### config.mk
export PLATFORM = sky130hd
export DESIGN_NAME = divider_16
export DESIGN_NICKNAME = d
export VERILOG_FILES = /design/src/rtl/divider_16.sv
export SDC_FILE = /design/constraint.sdc
export NUM_CORES = 1
export LEC_CHECK = 0
export BUFFER_PORTS_ARGS = -buffer_cell sky130_fd_sc_hd__buf_4
export CELL_PAD_IN_SITES_DETAIL_PLACEMENT = 1
export CELL_PAD_IN_SITES_GLOBAL_PLACEMENT = 2
export CORE_MARGIN = 2
export CORE_UTILIZATION = 30
export CTS_CLUSTER_DIAMETER = 100
export DETAILED_ROUTE_END_ITERATION = 10
export PLACE_DENSITY_LB_ADDON = 0.1
export SYNTH_ARGS = -nofsm -noshare
export SYNTH_HDL_FRONTEND = slang
export SYNTH_SLANG_ARGS = --single-unit
### constraint.sdc
create_clock -name clk -period 8.2 [get_ports clk]
set_input_delay 1.23 -clock clk [delete_from_list [all_inputs] [get_ports clk]]
set_output_delay 1.23 -clock clk [all_outputs]
set_load 0.05 [all_outputs]
### src/rtl/divider_16.sv
// Sequential unsigned 16-bit restoring divider, one shift-subtract step per clock.
// Each trial subtraction runs through a ripple adder_16 (inverted divisor, carry-in 1).

module adder_16 (
  input  logic [15:0] a,
  input  logic [15:0] b,
  input  logic        cin,
  output logic [15:0] sum,
  output logic        cout
);

  logic [16:0] carry;

  assign carry[0] = cin;

  for (genvar gi = 0; gi < 16; gi++) begin : g_ripple
    assign sum[gi]      = a[gi] ^ b[gi] ^ carry[gi];
    assign carry[gi+1]  = (a[gi] & b[gi]) | (carry[gi] & (a[gi] ^ b[gi]));
  end

  assign cout = carry[16];

endmodule

module divider_16 (
  input  logic        clk,
  input  logic        rst_n,
  input  logic        start,
  input  logic [15:0] dividend,
  input  logic [15:0] divisor,
  output logic        busy,
  output logic        done,
  output logic [15:0] quotient,
  output logic [15:0] remainder,
  output logic        div_by_zero
);

  typedef enum logic [1:0] {IDLE, RUN, DONE} state_t;

  state_t      state_reg;
  // The partial remainder's 17th bit is always zero after a step, so only 16 bits are kept.
  logic [15:0] r_reg;
  logic [15:0] q_reg;
  logic [15:0] d_reg;
  logic [3:0]  count_reg;

  logic [16:0] s;
  logic [15:0] t;
  logic        c;
  logic        no_borrow;
  logic [15:0] r_next;
  logic [15:0] q_next;

  assign s = {r_reg, q_reg[15]};

  adder_16 u_sub (
    .a    (s[15:0]),
    .b    (~d_reg),
    .cin  (1'b1),
    .sum  (t),
    .cout (c)
  );

  assign no_borrow = s[16] | c;
  assign r_next    = no_borrow ? t : s[15:0];
  assign q_next    = {q_reg[14:0], no_borrow};

  always_ff @(posedge clk or negedge rst_n) begin
    if (!rst_n) begin
      state_reg   <= IDLE;
      r_reg       <= '0;
      q_reg       <= '0;
      d_reg       <= '0;
      count_reg   <= '0;
      busy        <= 1'b0;
      done        <= 1'b0;
      quotient    <= '0;
      remainder   <= '0;
      div_by_zero <= 1'b0;
    end else begin
      done <= 1'b0;
      case (state_reg)
        IDLE, DONE: begin
          if (start) begin
            if (divisor == 16'd0) begin
              quotient    <= 16'hFFFF;
              remainder   <= dividend;
              div_by_zero <= 1'b1;
              done        <= 1'b1;
              state_reg   <= DONE;
            end else begin
              r_reg     <= '0;
              q_reg     <= dividend;
              d_reg     <= divisor;
              count_reg <= '0;
              busy      <= 1'b1;
              state_reg <= RUN;
            end
          end else begin
            state_reg <= IDLE;
          end
        end
        RUN: begin
          r_reg     <= r_next;
          q_reg     <= q_next;
          count_reg <= count_reg + 4'd1;
          if (count_reg == 4'd15) begin
            busy        <= 1'b0;
            done        <= 1'b1;
            quotient    <= q_next;
            remainder   <= r_next;
            div_by_zero <= 1'b0;
            state_reg   <= DONE;
          end
        end
        default: state_reg <= IDLE;
      endcase
    end
  end

endmodule

# After elaboration in Yosys (flattened, before gate mapping)
# Index checks and enable logic that the tools add are counted.
# word_totals
reg_bits	89
in_bits	35
out_inout_bits	35
word_cells	141
# op_classes
n_addsub	1
eq_ne	7
muxes	33
bitwise	82
reduce_logical	8
# ops
op	n
two-way mux 16 bit	11
one-hot mux 16 bit (2 select lines)	4
AND 1 bit	31
XOR 1 bit	31
bitwise OR 1 bit	17
logical NOT 16 bit	1
NOT 16 bit	1
two-way mux 1 bit	8
two-way mux 4 bit	2
!= test 2 bit, second input constant	4
one-hot mux 4 bit (2 select lines)	1
AND reduction 4 bit	2
two-way mux 2 bit	3
one-hot mux 1 bit (2 select lines)	3
AND reduction 3 bit	2
adder 4 x 1 -> 4 bit, second input constant	1
equality test 4 bit, second input constant	1
one-hot mux 2 bit (2 select lines)	1
equality test 2 x 1 -> 1 bit, second input constant	1
equality test 2 bit, second input constant	1
logical NOT 2 bit	1
NOT 1 bit	2
nonzero test 2 bit	1
OR reduction 2 bit	1

# Depth between registers and ports, before layout
# Gate-level depths: netlist (run 1).
# logic_depth
depth_word	37
mapped_depth	23
ltp_nobuf	21

# Modules after synthesis
# From an unflattened synthesis (run 1), not the netlist that was laid out.
# unflattened
cells_unflattened	400
hier_area_um2	4270.3
# modules_own_cells
module	n_inst	cells_each	area_per_inst_um2	seq_area_each_um2
divider_16	1	374	3912.5	2227.1
adder_16	1	26	357.8	0.0

# Worst setup path after synthesis (run 1)
# Ideal clock, no wire load.
# synth_timing
path_kind	register to register
from	register q_reg[15]
to	register r_reg[4]
setup_ns	0.120
t_arrival_ns	7.065
required_ns	8.080
setup_slack_ns	1.015
path_stages_with_launch	23
path_buffers	2
period_less_slack_ns	7.185
path_cell_list	dfrtp_1 inv_1 ha_1 fa_1 fa_1 fa_1 fa_1 fa_1 fa_1 fa_1 fa_1 fa_1 fa_1 fa_1 fa_1 fa_1 fa_1 fa_1 nand2b_1 buf_2 buf_2 a211oi_1 a31o_2
# synth_between
elab_chain_len	35
elab_cells_between_ends	37
cone_classes	mux (2); bitwise (35)
# synth_rtl
element	line	text
start: declaration	43	logic [15:0] q_reg;
start signal: assignment	93	q_reg <= dividend;
start signal: assignment	105	q_reg <= q_next;
AND 1 bit or XOR 1 bit (tied branches)	18	assign carry[gi+1] = (a[gi] & b[gi]) | (carry[gi] & (a[gi] ^ b[gi]));
bitwise OR 1 bit *	18	
AND 1 bit *	18	
bitwise OR 1 bit *	18	
AND 1 bit *	18	
bitwise OR 1 bit *	18	
AND 1 bit *	18	
bitwise OR 1 bit *	18	
[... 19 more ...]	n/a	
bitwise OR 1 bit	18	
AND 1 bit	18	
bitwise OR 1 bit	18	
AND 1 bit	18	
bitwise OR 1 bit	18	
bitwise OR 1 bit	64	assign no_borrow = s[16] | c;
two-way mux 16 bit *	65	assign r_next = no_borrow ? t : s[15:0];
one-hot mux 16 bit (2 select lines) *	82	case (state_reg)
end signal: assignment	104	r_reg <= r_next;
end: declaration	42	logic [15:0] r_reg;
# Every way passes the cells marked *; elsewhere a longest branch is shown, timed or not.
# A chain may end at the register's enable or synchronous reset.

# Worst setup path after layout (run 1)
# layout_timing
from	register q_reg[15]
to	register remainder[12]
# layout_between
elab_chain_len	36
elab_cells_between_ends	38
cone_classes	mux (3); bitwise (35)
# layout_rtl
element	line	text
AND 1 bit or XOR 1 bit (tied branches)	18	
bitwise OR 1 bit *	18	
AND 1 bit *	18	
bitwise OR 1 bit *	18	
AND 1 bit *	18	
bitwise OR 1 bit *	18	
AND 1 bit *	18	
bitwise OR 1 bit *	18	
[... 20 more ...]	n/a	
AND 1 bit	18	
bitwise OR 1 bit	18	
AND 1 bit	18	
bitwise OR 1 bit	18	
bitwise OR 1 bit	64	
two-way mux 16 bit *	65	
two-way mux 16 bit *	107	if (count_reg == 4'd15) begin
one-hot mux 16 bit (2 select lines) *	82	
end signal: assignment	87	remainder <= dividend;
end signal: assignment	111	remainder <= r_next;
end: declaration	34	output logic [15:0] remainder,
# Every way passes the cells marked *; elsewhere a longest branch is shown, timed or not. The select of a mux whose other input is x is not followed.

==> results.json, run 1 <==
{
  "slew_headroom_pct": 27.7,
  "hold_class": "flip-flop to flip-flop",
  "drt-total-wl_um": 11500,
  "max_cap_violations": 0,
  "p_sw_share_pct": 45.6,
  "setup_tns_ns": 0,
  "start_util_pct": 30.8,
  "synth-edff-count": 0,
  "start_kind": "flip-flop",
  "grt_max_degree": 61,
  "ioPinCount": 70,
  "layout_commonest_cell": "dfrtp_1",
  "seq_area_frac_synth_pct": 51.9,
  "leakage_nw": 2.48,
  "globalRouteTotalUtil_pct": 16.5,
  "cpPeakStageDelay_ns": 0.50,
  "p_clk_share_pct": 14.8,
  "gp_congestion": 0.766,
  "globalRouteOverflowTotal": 0,
  "cts_resized": 0,
  "final_cell_mix": "dfrtp_1, buf_4, nand2_1",
  "power_density_nw_per_um2": 491,
  "finalMaxSlewViolations": 0,
  "drive_gt1_share_pct": 22.1,
  "die_w_um": 124,
  "grt_pass1_vias": 3282,
  "row_count": 43,
  "clock_path_buffers": 2,
  "ys_seq_elements": 89,
  "area_growth_syn_to_layout_pct": 21.9,
  "fin_crit_ns": 7.85,
  "postCtsSetupRepairBufs": 0,
  "peakVddDrop_uv": 145,
  "cts-root-buf": "clkbuf_16",
  "dp_hpwl_um": 8340,
  "ant_nets": 0,
  "combPwrFrac_pct": 53.0,
  "synth.distinct_cells": 36,
  "p_switching_mw": 1.17,
  "ys_warn_count": 0,
  "die_h_um": 124,
  "firstDrtPassIters": 4,
  "cts_tree": "done",
  "arrival_ns": 8.12,
  "synthCells": 400,
  "finalHoldViolations": 0,
  "cp_slowest_cell": "fa_1",
  "synth_top_family_by_area": "compound AO/OA/AOI/OAI gates",
  "htreeDepth": 3,
  "status": "finished, final reports clean",
  "cts_hold_repair.buffers": 0,
  "path_cells": "inv_1, ha_1, fa_1, fa_1, fa_1, fa_1, fa_1, fa_1, fa_1, fa_1, fa_1, fa_1, fa_1, fa_1, fa_1, fa_1, fa_1, buf_4, nor3b_1, a211oi_1, a21oi_1, mux2i_1",
  "max_freq_mhz": 127,
  "required_ns": 8.46,
  "seqPwrFrac_pct": 32.2,
  "fin_worst_skew_ns": 0.00877,
  "rsz0062_at_grt": "no",
  "insertion_delay_ns": 0.34,
  "netlist_area_um2": 4290,
  "fill_cells": 1555,
  "synth_fa_ha_area_share_pct": 7.58,
  "grt_pass1_wl_um": 18500,
  "intPower_mw": 1.40,
  "drc_errors": 0,
  "critPathMostFrequentCell": "fa_1",
  "fin_nets": 514,
  "synth_flop_cell": "dfrtp_1",
  "syn_nets": 452,
  "drtIter0Drc": 98,
  "finalPower_mw": 2.57,
  "diodes": 0,
  "numCtsBuffers": 9,
  "criticalPathCategory": "flip-flop to flip-flop",
  "wire_per_inst_um": 17.8,
  "dpl_cell_area_um2": 4960,
  "viasPerCell": 4.86,
  "clk_pin_slew_ns": 0.06,
  "core_area_um2": 13900,
  "tightestPinTransition_ns": 1.08,
  "synthArstFlopShare_pct": 100,
  "synth_compound_area_share_pct": 16.4,
  "io_buffers": 69,
  "synth_xor_area_share_pct": 0.408,
  "end_kind": "flip-flop",
  "cts_sinks": 89,
  "syn_avg_cell_area_um2": 10.7,
  "synthSimpleGateAreaFrac_pct": 13.5,
  "routed-via-count": 3137,
  "synth.mux.area_fraction_pct": 4.22,
  "die_area_um2": 15300,
  "period_share_pct": 95.8,
  "antenna_found_initial": 0,
  "final-setup-viol-count": 0,
  "cp_max_fo": 12,
  "post-route-cell-area_um2": 5240
}
-- Yosys cell counts, types with 2 or more instances --
cell type   n  area share [%]
a211oi_1   16             2.8
a21o_1     15             2.6
a21oi_1    45             5.2
buf_2      10             1.2
buf_4       2            0.35
buf_6       2            0.52
clkbuf_1   11            0.96
dfrtp_1    89              52
fa_1       15             7.0
ha_1        2            0.58
inv_1      34             3.0
mux2i_1    17             4.0
nand2_1    66             5.8
nand2b_1    4            0.58
nand4_1     2            0.29
nor2_1     14             1.2
nor3b_1    16             2.8
nor4_4      4             2.0
o21ai_0     5            0.58
o22a_1     14             2.9
o22ai_1     2            0.29
-- cells by family (layout without fill, tap and decap cells) --
kind of cell | Yosys count | after routing
xor+xnor | 2 | 2
fa+ha+maj | 17 | 17
buf+inv | 59 | 125
simple gates | 110 | 110
flops | 89 | 89
compound gates | 105 | 105
mux | 18 | 18
-- power by group through the flow --
stage	Combinational, mW	Sequential (mW)	Clock, mW
2_1_floorplan	0.756	1.04	0
3_3_place_gp	1.36	0.834	0
3_5_place_dp	1.39	0.840	0
4_1_cts	1.39	0.833	0.396
5_1_grt	1.53	0.863	0.413
6_report	1.36	0.828	0.382
-- routing by layer --
layer	wire, um	track usage [%]	up-vias	share of wire, %
met1	5600	23.5	1566	49
met5	0	0	-	0
met2	5250	25.0	68	46
met3	477	2.70	11	4.1
li1	-	-	1492	-
met4	183	6.39	0	1.6
-- area by class of cell --
class	count	area (um^2)	area share (%)
clock buffers	10	239	4.57
flip-flops and latches	89	2230	42.5
multi-input cells	252	1810	34.6
repair buffers	76	571	10.9
inverters	34	128	2.44
clock inverters	5	32.5	0.621
well taps	180	225	4.30
-- stage by stage --
stage          hold WS, ns  setup WS (ns)  std cells  util (%)
4_1_cts              0.497          0.330        646      37.6
3_3_place_gp         0.472          0.475        631      35.6
3_5_place_dp         0.482          0.343        631      35.6
2_1_floorplan        0.450           1.02        400         -
6_report             0.489          0.345        646      37.6
5_1_grt              0.504         0.0329        646      37.6
-- critical path: cells and delay by family (launching register included) --
| family | cells | cell delay, ns |
|---|---|---|
| DFF | 1 | 0.37 |
| buffers and inverters | 2 | 0.27 |
| muxes | 1 | 0.20 |
| and+or+nand+nor | 1 | 0.14 |
| AOI/OAI and AO/OA | 2 | 0.54 |
| adders and majority gates | 16 | 6.24 |
-- final timing paths --
path,depth (start not counted),slack [ns],startpoint,endpoint
max reg2reg,22,0.35,q_reg[15],remainder[12]
min,1,0.49,quotient[5],quotient[5]
max,22,0.35,q_reg[15],remainder[12]
min reg2reg,1,0.49,quotient[5],quotient[5]
min in group asynchronous,1,0.82,rst_n,remainder[7]
max in group asynchronous,2,6.26,rst_n,state_reg[0]
No activity file was read; power rests on OpenSTA's default activity.
==> run 2, diff against run 1 <==
- CELL_PAD_IN_SITES_DETAIL_PLACEMENT: 1 -> 0
- SLEW_MARGIN: unset -> 25
==> results.json, run 2 (synthesis gave the netlist of run 1 again) <==
{
  "drt-total-wl_um": 11300,
  "clk_pin_slew_ns": 0.06,
  "finalHoldViolations": 0,
  "grt_pass1_vias": 3172,
  "max_freq_mhz": 129,
  "insertion_delay_ns": 0.35,
  "layout_commonest_cell": "dfrtp_1",
  "numCtsBuffers": 9,
  "fin_crit_ns": 7.77,
  "cts_resized": 0,
  "hold_class": "flip-flop to flip-flop",
  "start_util_pct": 30.8,
  "combPwrFrac_pct": 52.7,
  "power_density_nw_per_um2": 490,
  "peakVddDrop_uv": 142,
  "die_h_um": 124,
  "cp_max_fo": 12,
  "core_area_um2": 13900,
  "status": "finished, final reports clean",
  "finalMaxSlewViolations": 0,
  "ant_nets": 0,
  "die_w_um": 124,
  "grt_pass1_wl_um": 18100,
  "ff2ff_setup_slack_ns": 0.43,
  "ioPinCount": 70,
  "intPower_mw": 1.40,
  "row_count": 43,
  "globalRouteTotalUtil_pct": 16.1,
  "viasPerCell": 4.82,
  "dpl_cell_area_um2": 4970,
  "drive_gt1_share_pct": 22.3,
  "path_cells": "inv_1, ha_1, fa_1, fa_1, fa_1, fa_1, fa_1, fa_1, fa_1, fa_1, fa_1, fa_1, fa_1, fa_1, fa_1, fa_1, fa_1, buf_4, nor3b_1, a211oi_1, a21oi_1, mux2i_1",
  "grt_max_degree": 61,
  "gp_congestion": 0.766,
  "seqPwrFrac_pct": 32.2,
  "p_sw_share_pct": 45.7,
  "slew_headroom_pct": 43.3,
  "area_growth_syn_to_layout_pct": 22.3,
  "arrival_ns": 8.04,
  "start_kind": "flip-flop",
  "die_area_um2": 15300,
  "final-setup-viol-count": 0,
  "finalPower_mw": 2.57,
  "p_clk_share_pct": 15.1,
  "routed-via-count": 3120,
  "critPathMostFrequentCell": "fa_1",
  "fill_cells": 1437,
  "rsz0062_at_grt": "no",
  "post-route-cell-area_um2": 5250,
  "crit_buf_inv": 2,
  "postCtsSetupRepairBufs": 0,
  "cts_tree": "done",
  "io_buffers": 69,
  "cpPeakStageDelay_ns": 0.48,
  "cts_hold_repair.buffers": 0,
  "p_switching_mw": 1.18,
  "drc_errors": 0,
  "criticalPathCategory": "flip-flop to flip-flop",
  "clock_path_buffers": 2,
  "htreeDepth": 3,
  "firstDrtPassIters": 4,
  "dp_hpwl_um": 7890,
  "drtIter0Drc": 115,
  "wire_per_inst_um": 17.4,
  "required_ns": 8.47,
  "period_share_pct": 94.8,
  "cp_slowest_cell": "fa_1",
  "final_cell_mix": "dfrtp_1, buf_4, nand2_1",
  "tightestPinTransition_ns": 0.851,
  "max_cap_violations": 0,
  "fin_worst_skew_ns": 0.00811,
  "cts_sinks": 89,
  "cpLargestDelayFamily": "adder cells",
  "cts-root-buf": "clkbuf_16",
  "antenna_found_initial": 0,
  "end_kind": "flip-flop",
  "leakage_nw": 2.47,
  "setup_tns_ns": 0,
  "globalRouteOverflowTotal": 0,
  "diodes": 0,
  "fin_nets": 515
}
-- run 2: worst reg2reg max path, delay by kind of cell (launching register included) --
kind,cells,cell delay (ns)
fa+ha+maj,16,6.22
compound gates,2,0.53
flops,1,0.36
buf+inv,2,0.27
mux,1,0.18
simple gates,1,0.14
-- run 2: path summary, 6_finish.rpt --
check                          start            end  cells past startpoint
max reg2reg                q_reg[15]  remainder[12]                     22
min reg2reg                 d_reg[0]       d_reg[0]                      2
max                        q_reg[15]  remainder[12]                     22
min                         d_reg[0]       d_reg[0]                      2
min in group asynchronous      rst_n           done                      1
max in group asynchronous      rst_n      q_reg[12]                      2
-- run 2: area by class of cell --
| cell class | instances | area, um^2 | area share, % |
|---|---|---|---|
| Clock buffer | 10 | 239 | 4.55 |
| Clock inverter | 5 | 32.5 | 0.619 |
| Inverter | 34 | 128 | 2.43 |
| Multi-Input combinational cell | 252 | 1820 | 34.6 |
| Sequential cell | 89 | 2230 | 42.4 |
| Tap cell | 180 | 225 | 4.29 |
| Timing Repair Buffer | 77 | 582 | 11.1 |
-- run 2: stage by stage --
step                hold slack, ns  util, %  worst slack, ns  std cells
floorplan                    0.450        -             1.02        400
global placement             0.472     35.6            0.475        631
detailed placement           0.476     35.7            0.489        631
CTS                          0.492     37.6            0.469        646
global route                 0.507     37.7           0.0898        647
finish                       0.487     37.7            0.428        647
-- run 2: power groups by stage --
stage / Clock [mW] / Sequential (mW) / Combinational (mW)
4_1_cts: 0.397 / 0.830 / 1.37
5_1_grt: 0.418 / 0.859 / 1.52
6_report: 0.389 / 0.827 / 1.35
3_5_place_dp: 0 / 0.837 / 1.37
3_3_place_gp: 0 / 0.834 / 1.36
2_1_floorplan: 0 / 1.04 / 0.756
-- run 2: metal layers --
| metal | GRT usage, % | share of wire (%) | vias to the layer above |
|---|---|---|---|
| li1 | - | - | 1488 |
| met5 | 0 | 0 | - |
| met1 | 23.5 | 50 | 1545 |
| met3 | 2.70 | 4.2 | 13 |
| met4 | 7.03 | 1.9 | 0 |
| met2 | 23.6 | 44 | 74 |
==> run 3, diff against run 2 <==
- clock period: 8.2 -> 9 ns (I/O delays scaled with it)
==> results.json, run 3 (synthesis gave the netlist of run 1 again) <==
{
  "status": "finished, final reports clean",
  "end_kind": "flip-flop",
  "cts_resized": 0,
  "ioPinCount": 70,
  "r2r-start": "q_reg[15]",
  "area_growth_syn_to_layout_pct": 21.8,
  "max_freq_mhz": 123,
  "io_buffers": 69,
  "grt_pass1_vias": 3134,
  "cts_hold_repair.buffers": 0,
  "die_h_um": 124,
  "setup_tns_ns": 0,
  "arrival_ns": 8.33,
  "fin_worst_skew_ns": 0.00834,
  "gp_congestion": 0.753,
  "final_cells": 644,
  "drive_gt1_share_pct": 21.8,
  "firstDrtPassIters": 4,
  "diodes": 0,
  "required_ns": 9.20,
  "die_area_um2": 15300,
  "dp.cells": 628,
  "drc_errors": 0,
  "fin_crit_ns": 8.12,
  "finalHoldViolations": 0,
  "max_cap_violations": 0,
  "ff2ff_setup_slack_ns": 0.88,
  "cts-root-buf": "clkbuf_16",
  "slew_headroom_pct": 44.2,
  "start_util_pct": 30.8,
  "row_count": 43,
  "grt_max_degree": 61,
  "cts_sinks": 89,
  "wire_per_inst_um": 17.8,
  "layout_commonest_cell": "dfrtp_1",
  "finalMaxSlewViolations": 0,
  "dp_hpwl_um": 8020,
  "numCtsBuffers": 9,
  "period_share_pct": 90.3,
  "hp-start": "d_reg[0]",
  "globalRouteOverflowTotal": 0,
  "postCtsSetupRepairBufs": 0,
  "drtIter0Drc": 142,
  "final_cell_mix": "dfrtp_1, buf_4, nand2_1",
  "drt-total-wl_um": 11500,
  "tightestPinTransition_ns": 0.837,
  "antenna_found_initial": 0,
  "criticalPathCategory": "flip-flop to flip-flop",
  "insertion_delay_ns": 0.34,
  "core_area_um2": 13900,
  "r2r_cells": 21,
  "fin_nets": 512,
  "grt_pass1_wl_um": 18100,
  "power_density_nw_per_um2": 444,
  "htreeDepth": 3,
  "rsz0062_at_grt": "no",
  "dpl_cell_area_um2": 4940,
  "whs_path_depth": 2,
  "viasPerCell": 4.83,
  "cts_tree": "done",
  "cp_max_fo": 18,
  "die_w_um": 124,
  "holdWs_ns": 0.489,
  "clk_pin_slew_ns": 0.06,
  "fill_cells": 1410,
  "min_to": "d_reg[0]",
  "r2r-end": "remainder[12]",
  "final-setup-viol-count": 0,
  "globalRouteTotalUtil_pct": 16.2,
  "leakage_nw": 2.47,
  "hold_class": "flip-flop to flip-flop",
  "ant_nets": 0,
  "clock_path_buffers": 2,
  "peakVddDrop_uv": 118,
  "routed-via-count": 3111,
  "post-route-cell-area_um2": 5230,
  "start_kind": "flip-flop"
}
-- run 3: per-layer routing --
layer	global-route usage, %	share of wire, %	up-vias
met4	7.03	1.5	0
met5	0	0	-
li1	-	-	1477
met2	23.4	45	59
met3	2.47	3.1	12
met1	23.9	50	1563
-- run 3: worst max path at each step --
stage,start,endpoint,slack [ns],cells past startpoint
floorplan,q_reg[15],r_reg[4],1.82,22
detailed placement,q_reg[15],remainder[12],0.93,21
CTS,q_reg[15],remainder[12],0.91,21
global placement,q_reg[15],remainder[12],1.04,21
finish,q_reg[15],remainder[12],0.88,21
global route,q_reg[15],remainder[12],0.53,21
-- run 3: critical path, stage by stage, from the launching register on --
cell and delay, ns:
dfrtp_1 0.36, inv_1 0.05, ha_1 0.20, fa_1 0.40, fa_1 0.40, fa_1 0.40
fa_1 0.40, fa_1 0.39, fa_1 0.39, fa_1 0.39, fa_1 0.39, fa_1 0.38
fa_1 0.40, fa_1 0.42, fa_1 0.41, fa_1 0.39, fa_1 0.39, fa_1 0.60
nand2b_1 0.62, a211oi_1 0.22, a21oi_1 0.25, mux2i_1 0.11
-- run 3: through the flow --
stage | setup slack (ns) | total power [mW] | util [%]
3_5_place_dp | 0.930 | 2.00 | 35.5
2_1_floorplan | 1.82 | 1.64 | -
6_report | 0.877 | 2.32 | 37.5
5_1_grt | 0.533 | 2.53 | 37.5
4_1_cts | 0.909 | 2.35 | 37.4
3_3_place_gp | 1.04 | 1.99 | 35.5
-- run 3: layout make-up --
| type | count | area (um^2) | area share (%) |
|---|---|---|---|
| flip-flops and latches | 89 | 2230 | 42.6 |
| multi-input cells | 252 | 1820 | 34.8 |
| repair buffers | 74 | 559 | 10.7 |
| clock buffers | 10 | 239 | 4.57 |
| well taps | 180 | 225 | 4.31 |
| inverters | 34 | 128 | 2.44 |
| clock inverters | 5 | 32.5 | 0.622 |
-- run 3: report_power, final --
| group | internal [mW] | switching, mW |
|---|---|---|
| clock network | 0.193 | 0.157 |
| logic | 0.476 | 0.744 |
| registers | 0.594 | 0.160 |
| total | 1.26 | 1.06 |
